## src/rtl/mpmc10_wr_strip_seq.sv

```systemverilog
// Write-burst strip sequencer for the mpmc10 MIG application port.
// Each strip is one data beat followed by one write command; address and strip index step per strip.
module mpmc10_wr_strip_seq #(
  parameter int         AMSB        = 31,
  parameter int         STRIP_BYTES = 16,
  parameter logic [2:0] CMD_WRITE   = 3'b000
) (
  input  logic          i_clk,
  input  logic          i_rst,
  input  logic          i_start,
  input  logic [AMSB:0] i_base_adr,
  input  logic [5:0]    i_num_strips,
  input  logic          i_app_rdy,
  input  logic          i_app_wdf_rdy,
  output logic          o_app_en,
  output logic [2:0]    o_app_cmd,
  output logic [AMSB:0] o_app_addr,
  output logic          o_app_wdf_wren,
  output logic          o_app_wdf_end,
  output logic [5:0]    o_data_strip,
  output logic          o_busy,
  output logic          o_done
);

  typedef enum logic [2:0] {
    S_IDLE  = 3'd0,
    S_WDATA = 3'd1,
    S_WCMD  = 3'd2,
    S_NEXT  = 3'd3,
    S_DONE  = 3'd4
  } state_t;

  localparam logic [AMSB:0] LP_STEP = (AMSB+1)'(STRIP_BYTES);

  state_t        r_state;
  state_t        w_state_nxt;
  logic [5:0]    r_last;
  logic [AMSB:0] r_app_addr;
  logic [5:0]    r_data_strip;
  logic          r_app_en;
  logic [2:0]    r_app_cmd;
  logic          r_wren;
  logic          r_busy;
  logic          r_done;

  logic [5:0]    w_last;
  logic [AMSB:0] w_app_addr;
  logic [5:0]    w_data_strip;
  logic          w_app_en;
  logic          w_wren;
  logic          w_busy;
  logic          w_done;

  // State and all outputs are registered; outputs follow the state being entered.
  always_ff @(posedge i_clk) begin
    if (i_rst) begin
      r_state      <= S_IDLE;
      r_last       <= 6'd0;
      r_app_addr   <= '0;
      r_data_strip <= 6'd0;
      r_app_en     <= 1'b0;
      r_app_cmd    <= CMD_WRITE;
      r_wren       <= 1'b0;
      r_busy       <= 1'b0;
      r_done       <= 1'b0;
    end else begin
      r_state      <= w_state_nxt;
      r_last       <= w_last;
      r_app_addr   <= w_app_addr;
      r_data_strip <= w_data_strip;
      r_app_en     <= w_app_en;
      r_app_cmd    <= CMD_WRITE;
      r_wren       <= w_wren;
      r_busy       <= w_busy;
      r_done       <= w_done;
    end
  end

  // Next-state: each valid is held until its ready is seen.
  always_comb begin
    w_state_nxt = r_state;
    case (r_state)
      S_IDLE: begin
        if (i_start) w_state_nxt = S_WDATA;
        else         w_state_nxt = S_IDLE;
      end
      S_WDATA: begin
        if (i_app_wdf_rdy) w_state_nxt = S_WCMD;
        else               w_state_nxt = S_WDATA;
      end
      S_WCMD: begin
        if (i_app_rdy) w_state_nxt = S_NEXT;
        else           w_state_nxt = S_WCMD;
      end
      S_NEXT: begin
        if (r_data_strip == r_last) w_state_nxt = S_DONE;
        else                        w_state_nxt = S_WDATA;
      end
      S_DONE:  w_state_nxt = S_IDLE;
      default: w_state_nxt = S_IDLE;
    endcase
  end

  // Output values for the next cycle; address/strip move only in IDLE capture or NEXT.
  always_comb begin
    w_last       = r_last;
    w_app_addr   = r_app_addr;
    w_data_strip = r_data_strip;
    w_wren       = (w_state_nxt == S_WDATA);
    w_app_en     = (w_state_nxt == S_WCMD);
    w_busy       = (w_state_nxt == S_WDATA) || (w_state_nxt == S_WCMD) || (w_state_nxt == S_NEXT);
    w_done       = (w_state_nxt == S_DONE);
    case (r_state)
      S_IDLE: begin
        if (i_start) begin
          w_last       = i_num_strips;
          w_app_addr   = i_base_adr;
          w_data_strip = 6'd0;
        end else begin
          w_last       = r_last;
        end
      end
      S_NEXT: begin
        if (r_data_strip != r_last) begin
          w_data_strip = r_data_strip + 6'd1;
          w_app_addr   = r_app_addr + LP_STEP;
        end else begin
          w_data_strip = r_data_strip;
        end
      end
      default: begin
        w_last = r_last;
      end
    endcase
  end

  assign o_app_en       = r_app_en;
  assign o_app_cmd      = r_app_cmd;
  assign o_app_addr     = r_app_addr;
  assign o_app_wdf_wren = r_wren;
  assign o_app_wdf_end  = r_wren;
  assign o_data_strip   = r_data_strip;
  assign o_busy         = r_busy;
  assign o_done         = r_done;

endmodule

```

## config.mk

```make
export PLATFORM = sky130hd
export DESIGN_NAME = mpmc10_wr_strip_seq
export DESIGN_NICKNAME = d
export VERILOG_FILES = /design/src/rtl/mpmc10_wr_strip_seq.sv
export SDC_FILE = /design/constraint.sdc
export NUM_CORES = 1
export LEC_CHECK = 0
export CAP_MARGIN = 20
export CORE_UTILIZATION = 49
export CTS_BUF_LIST = sky130_fd_sc_hd__clkbuf_2 sky130_fd_sc_hd__clkbuf_4 sky130_fd_sc_hd__clkbuf_8
export DETAILED_ROUTE_END_ITERATION = 10
export PLACE_DENSITY = 0.9
export SLEW_MARGIN = 20
export SYNTH_ARGS = -nofsm -noshare
export SYNTH_HDL_FRONTEND = slang
export SYNTH_SLANG_ARGS = --single-unit
```

## constraint.sdc

```tcl
create_clock -name i_clk -period 2 [get_ports i_clk]
set_input_delay 0.4 -clock i_clk [delete_from_list [all_inputs] [get_ports i_clk]]
set_output_delay 0.4 -clock i_clk [all_outputs]
set_load 0.01 [all_outputs]
```

==> qor.csv <==
metric;value;unit
number of levels the H-tree was split into;2;
unrepaired setup endpoints after global routing;true;
area of the core region;5610;um^2
# DRC;0;
WS Path Type;flop to flop;
vias per inst;6.27;
sink count of the clock tree;51;
critical path endpoint category;flop;
number of port buffers;85;
top routing layer in use;met4;
clk buf depth;2;
layout cell share with drive strength beyond 1;0.154;
antenna cell count;0;
count of flip-flops with a built-in enable after synthesis;0;
detail-routed net length per standard cell;17.7;um
CP delay by family, top;simple AND/OR/NAND/NOR gates;
initial core utilization;0.517;
Setup TNS Final;0;ns
horizontal extent of the die;78.9;um
area used by multi-input combinational logic;1690;um^2
max-capacitance violation count;0;
final-stage net count;524;
synthesized instance count;368;
top_reg_cell synth;sky130_fd_sc_hd__dfxtp_1;
type of the most critical hold path;flop to flop;
final critical-path share of the clock period;0.986;
ranking of synthesized cells by area;sky130_fd_sc_hd__dfxtp_1 35%, sky130_fd_sc_hd__a21oi_1 8.5%, sky130_fd_sc_hd__nand2_1 6.0%;
Remaining Overflow, GRT;0;
total stage count of the critical path;6;
Final min period;1.97;ns
share of flip-flops with an asynchronous set or reset;0;
DP HPWL;5810;um
flip-flop and latch count after synthesis;51;
largest net degree at the start of global routing;54;
via count of the first global-routing pass;3171;
total routing resource utilization after global routing;0.298;
Die Span Y;78.9;um
depth of the worst hold-timing path;2;
leading cell types by count after synthesis;51 x sky130_fd_sc_hd__dfxtp_1, 49 x sky130_fd_sc_hd__a21oi_1, 46 x sky130_fd_sc_hd__nand2_1, 24 x sky130_fd_sc_hd__nor2_1, 19 x sky130_fd_sc_hd__o21ai_0;
count of filler cells inserted in the layout;392;
number of pins with negative max-slew slack in the final report;0;
pwr dens;720;nW/um^2
setup skew after layout;0.00803;ns
number of different library cells in the post-synthesis netlist;58;
CP Launch Type;flop;
Ports;89;
detailed-routing iteration count for the pre-antenna-repair pass;6;
placed cell count;532;
wire length the detailed router placed on met1;3720;um
TritonCTS clock tree;yes;
Avg Inst Size Synth;7.87;um^2
last weighted congestion value of the routability-driven placer;0.871;
cell count of the worst reg-to-reg path;6;
via count of the routed design;3459;
non-filler instance count after layout;552;
Fin. Hold Viols;0;
antenna violations before repair;0;
residual antenna-violating net count after detailed routing;0;
area leader, netlist;sky130_fd_sc_hd__dfxtp_1;
Routed met3 length;869;um
cell chain of the critical path;or4b_4, nand3_2, o22ai_4, buf_4, or4_1, nand2_1;
number of hold buffers added after CTS;0;
post-synth top area share;0.352;
cell area after synthesis;2900;um^2
count of synthesis-stage warnings from yosys;0;
Max stage delay on crit path;0.54;ns
Post-DP Area;3940;um^2
combined flip-flop and latch cell area;1020;um^2
clock buffer count from CTS;5;
area of all placed cells without fillers;4230;um^2
Clk Latency, worst-skew pair;0.32;ns
sequential element share of the synthesized area;0.352;
top-count cell post-synth;sky130_fd_sc_hd__dfxtp_1;
Data required, critical path;2.27;ns
met2 wire length;4930;um
run status;complete, no violations;
leakage power total;1.52;nW
clock tree root driver cell;sky130_fd_sc_hd__clkbuf_8;
global-route wire length before repair;14600;um
largest fanout on the critical path;7;
Syn-to-layout area delta;45.9;%
crit path max-delay cell type;sky130_fd_sc_hd__or4b_4;
Die Area;6230;um^2
Peak Freq;507;MHz
Iter 0 DRT Violations;469;
final count of negative-setup-slack endpoints;0;
peak supply drop;0.383;mV
total wire length after detailed routing;9750;um
count of buffer and inverter cells on the critical path;1;
Clock transition at path regs;0.10;ns
Cell Rows;27;
arrival time at the worst endpoint;2.25;ns
## sequential cells by signal, indices dropped and copies added (netlist names)
| signal | cells |
|---|---|
| o_app_addr | 32 |
| o_done | 1 |
| o_busy | 1 |
| r_last | 6 |
| o_app_en | 1 |
| r_state | 3 |
| o_app_wdf_end | 1 |
| o_data_strip | 6 |
## path summary, 6_finish.rpt
kind	start	to	slack (ns)
worst max-delay path	r_state[2]	o_data_strip[3]	0.03
worst min-delay path	o_app_addr[1]	o_app_addr[1]	0.47
worst max register to register	r_state[2]	o_data_strip[3]	0.03
worst min register to register	o_app_addr[1]	o_app_addr[1]	0.47
## layout by cell type, fill, tap and decap left out, types with 5 or more instances in the layout
cell type	n
sky130_fd_sc_hd__a31oi_1	7
sky130_fd_sc_hd__nand3_1	14
sky130_fd_sc_hd__nor2_1	24
sky130_fd_sc_hd__buf_12	5
sky130_fd_sc_hd__nor4_1	8
sky130_fd_sc_hd__nor3_1	14
sky130_fd_sc_hd__clkbuf_8	5
sky130_fd_sc_hd__a211oi_1	7
sky130_fd_sc_hd__nand2_1	46
sky130_fd_sc_hd__or3_1	5
sky130_fd_sc_hd__xnor2_1	6
sky130_fd_sc_hd__dfxtp_1	50
sky130_fd_sc_hd__a21o_1	5
sky130_fd_sc_hd__nand4_1	10
sky130_fd_sc_hd__nand2b_1	7
sky130_fd_sc_hd__clkdlybuf4s50_1	83
sky130_fd_sc_hd__a21oi_1	49
sky130_fd_sc_hd__o32ai_1	7
sky130_fd_sc_hd__o21ai_0	19
sky130_fd_sc_hd__buf_4	38
## per-layer routing
metal | GRT usage | vias up
met5 | 0 | -
met1 | 0.348 | 1615
met2 | 0.524 | 237
li1 | - | 1573
met4 | 0.116 | 0
met3 | 0.0701 | 34
## repair_timing
action	4_1_cts	5_1_grt
buffers inserted	7	4
pin swaps	3	3
cloned	1	0
gates resized for setup	5	4
setup endpoints to repair	6	16
## report_power, final
part / leakage [nW] / internal [mW] / switching (mW) / total (mW)
Sequential: 0.418 / 1.13 / 0.110 / 1.24
Combinational: 1.04 / 0.570 / 0.469 / 1.04
Clock: 0.0587 / 0.380 / 0.388 / 0.768
Total: 1.52 / 2.08 / 0.967 / 3.04
## cell type report
type                    instances  share of cell area
multi-input cells             286               0.399
repair buffers                132               0.307
flip-flops and latches         51               0.242
well taps                      72              0.0213
clock buffers                   5              0.0163
clock inverters                 3              0.0112
inverters                       3             0.00266
## tightest hold or removal path, delay by kind of cell (launching register included)
| family | cells | cell delay (ns) |
|---|---|---|
| simple gates | 1 | 0.05 |
| flops | 1 | 0.32 |
| compound gates | 1 | 0.05 |
## through the flow
| step | setup WS [ns] | hold slack (ns) | utilization | total power [mW] |
|---|---|---|---|---|
| after floorplan | 0.125 | 0.449 | - | 1.70 |
| after global placement | -0.308 | 0.443 | 0.702 | 2.10 |
| after detailed placement | -0.357 | 0.454 | 0.702 | 2.13 |
| after CTS | 0.0367 | 0.467 | 0.745 | 2.97 |
| after global routing | -0.103 | 0.490 | 0.754 | 3.16 |
| final | 0.0274 | 0.466 | 0.754 | 3.04 |
## cells by family after synthesis
family          share of synthesized area
simple gates                        0.288
buf+inv                            0.0760
fa+ha+maj                         0.00863
xor+xnor                           0.0181
compound gates                      0.255
other cells                       0.00129
flops                               0.352
Note: power is estimated with default switching activity, not from simulation.
